### src/rtl/pc_fetch.sv
// Program-counter register and instruction-fetch sequencer. Fetches the word at pc over a
// ready handshake, holds it for decode, and advances pc on accept or redirect.
module pc_fetch #(
  parameter int unsigned     WIDTH    = 16,
  parameter logic [WIDTH-1:0] RESET_PC = '0
) (
  input  logic             clk,
  input  logic             reset,
  output logic [WIDTH-1:0] pc,
  input  logic [WIDTH-1:0] next_pc,
  output logic             mem_req,
  output logic [WIDTH-1:0] mem_addr,
  input  logic             mem_ready,
  input  logic [WIDTH-1:0] mem_rdata,
  output logic [WIDTH-1:0] instr,
  output logic             instr_valid,
  input  logic             instr_ack,
  input  logic             redirect,
  input  logic [WIDTH-1:0] redirect_pc
);

  typedef enum logic [1:0] {
    StIdle  = 2'b00,
    StFetch = 2'b01,
    StHold  = 2'b10
  } state_e;

  state_e           state_q, state_d;
  logic [WIDTH-1:0] pc_q, pc_d;
  logic [WIDTH-1:0] instr_q, instr_d;
  logic             instr_valid_q, instr_valid_d;

  always_ff @(posedge clk or negedge reset) begin
    if (!reset) begin
      state_q       <= StIdle;
      pc_q          <= RESET_PC;
      instr_q       <= '0;
      instr_valid_q <= 1'b0;
    end else begin
      state_q       <= state_d;
      pc_q          <= pc_d;
      instr_q       <= instr_d;
      instr_valid_q <= instr_valid_d;
    end
  end

  always_comb begin
    state_d       = state_q;
    pc_d          = pc_q;
    instr_d       = instr_q;
    instr_valid_d = instr_valid_q;

    // Redirect outranks both the memory response and decode's accept.
    if (redirect) begin
      pc_d          = redirect_pc;
      instr_valid_d = 1'b0;
      state_d       = StFetch;
    end else begin
      unique case (state_q)
        StIdle: begin
          state_d = StFetch;
        end
        StFetch: begin
          if (mem_ready) begin
            instr_d       = mem_rdata;
            instr_valid_d = 1'b1;
            state_d       = StHold;
          end
        end
        StHold: begin
          if (instr_ack) begin
            pc_d          = next_pc;
            instr_valid_d = 1'b0;
            state_d       = StFetch;
          end
        end
        default: begin
          instr_valid_d = 1'b0;
          state_d       = StIdle;
        end
      endcase
    end
  end

  assign pc          = pc_q;
  assign mem_addr    = pc_q;
  assign mem_req     = (state_q == StFetch);
  assign instr       = instr_q;
  assign instr_valid = instr_valid_q;

endmodule
### config.mk
export PLATFORM = sky130hd
export DESIGN_NAME = pc_fetch
export DESIGN_NICKNAME = d
export VERILOG_FILES = /design/src/rtl/pc_fetch.sv
export SDC_FILE = /design/constraint.sdc
export NUM_CORES = 1
export LEC_CHECK = 0
export BUFFER_PORTS_ARGS = -buffer_cell sky130_fd_sc_hd__buf_2
export CAP_MARGIN = 20
export CORE_MARGIN = 2
export CORE_UTILIZATION = 39
export DETAILED_ROUTE_END_ITERATION = 12
export GPL_ROUTABILITY_DRIVEN = 0
export PLACE_DENSITY = 0.81
export SKIP_LAST_GASP = 1
export SLEW_MARGIN = 15
export SYNTH_ARGS = -nofsm -noshare
export SYNTH_HDL_FRONTEND = slang
export SYNTH_SLANG_ARGS = --single-unit
### constraint.sdc
create_clock -name clk -period 1.45 [get_ports clk]
set_input_delay 0.29 -clock clk [delete_from_list [all_inputs] [get_ports clk]]
set_output_delay 0.29 -clock clk [all_outputs]
set_load 0.01 [all_outputs]
==> impl_metrics.py <==
metrics = {
    "die": {
        "dieHeight_um": 70.49,
        "pin_count": 103,
        "fp-row-count": 24,
        "core-area_um2": 4294,
        "initial_core_util_pct": 40.15,
        "die_w_um": 70.49,
        "die-area_um2": 4969,
    },
    "sta": {
        "finalSetupViolations": 0,
        "timing.final.max_slew_violations": 0,
        "fin_skew_ns": 0.003298,
        "holdWs_ns": 0.2458,
        "fin_crit_sh_pct": 94.77,
        "rsz0062_at_grt": "yes",
        "hold_viol": 0,
        "fmaxAchievable_mhz": 727.7,
        "maxSlewHeadroom_pct": 72.16,
        "period_needed_ns": 1.374,
        "setup_slack_ns": 0.07584,
        "fin_setup_tns_ns": 0,
        "tightestPinTransition_ns": 0.4176,
    },
    "layout": {
        "drive_above_1_share_pct": 77.67,
        "nNetsFinal": 268,
        "instances_no_fill": 267,
        "areaGrowthSynthToFinish_pct": 33.60,
        "fillers": 375,
        "n_antenna_cell": 0,
    },
    "setup_path": {
        "critical_path_arrival_ns": 1.53,
        "cp_data_required_time_ns": 1.61,
        "critical_path_depth": 4,
        "crit_type": "flip-flop to flip-flop",
        "startpoint_type": "flip-flop",
        "endpoint_kind": "flip-flop",
        "ff2ff_path_depth": 4,
        "cp_cell_sequence": "nor2b_2, and3b_1, buf_12, mux2_2",
        "crit_fanout": 16,
        "path_delay_family": "flip-flops",
        "critPathMaxStageDelay_ns": 0.38,
        "cp_slowest_cell": "dfrtp_1",
        "path_buf_inv": 1,
    },
    "global_route": {
        "grt_max_degree": 20,
        "antenna_found_initial": 0,
        "track_usage_pct": 14.11,
        "grt_pass1_wl_mm": 5.464,
        "grt_pass1_vias": 1216,
        "grt_overflow": 0,
    },
    "clock_tree": {
        "max-clock-path-buffers": 2,
        "cts_root_buf": "clkbuf_8",
        "cts_buffers": 5,
        "cts_tree": "built",
        "clock_latency_ns": 0.27,
        "cts.sinks": 35,
        "path_clk_slew_ns": 0.07,
        "htree_levels": 2,
        "post_cts_resized": 0,
    },
    "placed_design": {
        "place_ws_ns": 0.04571,
        "dp.final_hpwl_mm": 2.644,
        "io_buffer_count": 102,
        "dpl.cell_count": 259,
    },
    "synthesis": {
        "yosys_most_used_dff": "dfrtp_1",
        "ys.warnings.count": 0,
        "syn_inst": 119,
        "ys_async_sr_fraction_pct": 100.0,
        "ys_seq_area_share_pct": 50.80,
        "synth_edf_count": 0,
        "yosys_register_bits": 35,
        "syn-num-nets": 172,
        "synth.distinct_cells": 18,
        "synth_area_um2": 1724,
        "postSynthAreaPerCell_um2": 14.49,
    },
    "detailed_routing": {
        "vias": 1243,
        "ant_nets": 0,
        "viasPerCell": 4.655,
        "post_drt_wl_per_cell_um": 12.43,
        "route.detailed.drc": 0,
        "wl_mm": 3.319,
        "dr.pass1.iters": 4,
        "drtIter0Drc": 42,
    },
    "hold_path": {
        "hold-path-cell-count": 2,
        "hold_class": "input pin to flip-flop",
    },
    "pwr": {
        "leakagePower_nw": 1.177,
        "vdd_drop_max_mv": 0.5966,
        "power_density_nw_per_um2": 1168,
    },
    "job": {
        "cap_violations": 0,
    },
    "outcome": {
        "outcome": "finished, final reports clean",
    },
}
[metrics by stage]
| stage | cell area, um^2 | power (mW) | utilization [%] |
|---|---|---|---|
| after floorplan | 1724 | 1.746 | - |
| after global placement | 2206 | 2.011 | 51.37 |
| after detailed placement | 2206 | 2.034 | 51.37 |
| after CTS | 2303 | 2.744 | 53.64 |
| after global routing | 2303 | 2.865 | 53.64 |
| final | 2303 | 2.690 | 53.64 |
[cells in the final DEF (no fill, tap or decap)]
cell,n
buf_2,102
mux2_2,38
dfrtp_1,35
mux2_4,10
clkbuf_8,6
buf_4,5
nand2_1,2
inv_1,2
a21oi_1,2
nor2_1,2
buf_12,2
nor2b_2,1
and3b_1,1
o21ai_0,1
a21o_1,1
a31oi_4,1
a2bb2oi_1,1
or2_2,1
clkinv_2,1
dlygate4sd3_1,1
[logic make-up (layout without fill, tap and decap cells)]
logic type | after synthesis | count (layout) | synth area share [%]
AOI/OAI and AO/OA | 6 | 6 | 3.048
buffers and inverters | 23 | 119 | 10.38
DFF | 35 | 35 | 50.80
muxes | 48 | 48 | 33.53
and+or+nand+nor | 7 | 7 | 2.250
[cells in the mapped netlist (2+ instances only)]
cell / n / area, um^2
a21oi_1: 2 / 10.01
buf_4: 18 / 135.1
dfrtp_1: 35 / 875.8
inv_1: 2 / 7.510
mux2_2: 38 / 427.9
mux2_4: 10 / 150.1
nand2_1: 2 / 7.510
nor2_1: 2 / 7.510
[layer usage]
metal,vias to the layer above,share of wire (%),global-route usage [%]
met5,-,0,0
li1,586,-,-
met1,601,40,16.71
met3,2,8.1,4.040
met2,54,51,24.53
met4,0,0.69,4.487
[state kept, by name, summed over array words and instances (netlist names)]
register / count
instr: 16
state_q: 2
mem_addr: 16
instr_valid: 1
[report_power, final]
group / leakage (nW) / internal [mW] / switching [mW]
Sequential: 0.412 / 1.14 / 0.0913
Clock: 0.0470 / 0.372 / 0.317
Combinational: 0.718 / 0.435 / 0.330
Total: 1.18 / 1.95 / 0.738
[what timing repair did]
item / 4_1_cts / 5_1_grt
hold endpoints to repair: 18 / 0
endpoints found under the setup margin: 0 / 3
setup buffers: 0 / 0
hold buffers: 1 / 0
[cell type report]
| cell class | count | area (um^2) | share of cell area [%] |
|---|---|---|---|
| Sequential cell | 35 | 875.8 | 38.02 |
| Timing Repair Buffer | 110 | 598.1 | 25.96 |
| Multi-Input combinational cell | 61 | 669.4 | 29.06 |
| Tap cell | 52 | 65.06 | 2.825 |
| Clock buffer | 6 | 82.58 | 3.585 |
| Clock inverter | 1 | 5.005 | 0.2173 |
| Inverter | 2 | 7.507 | 0.3259 |
[path summary, 6_finish.rpt]
| path | end | start | slack (ns) |
|---|---|---|---|
| hold reg to reg | instr[7] | instr[7] | 0.50 |
| min in group asynchronous | mem_addr[13] | reset | 0.47 |
| setup / recovery | instr[10] | state_q[1] | 0.08 |
| max in group asynchronous | instr[9] | reset | 0.39 |
| setup reg to reg | instr[10] | state_q[1] | 0.08 |
| hold / removal | instr[0] | mem_rdata[0] | 0.25 |
Power figures use the tool's default switching activity.
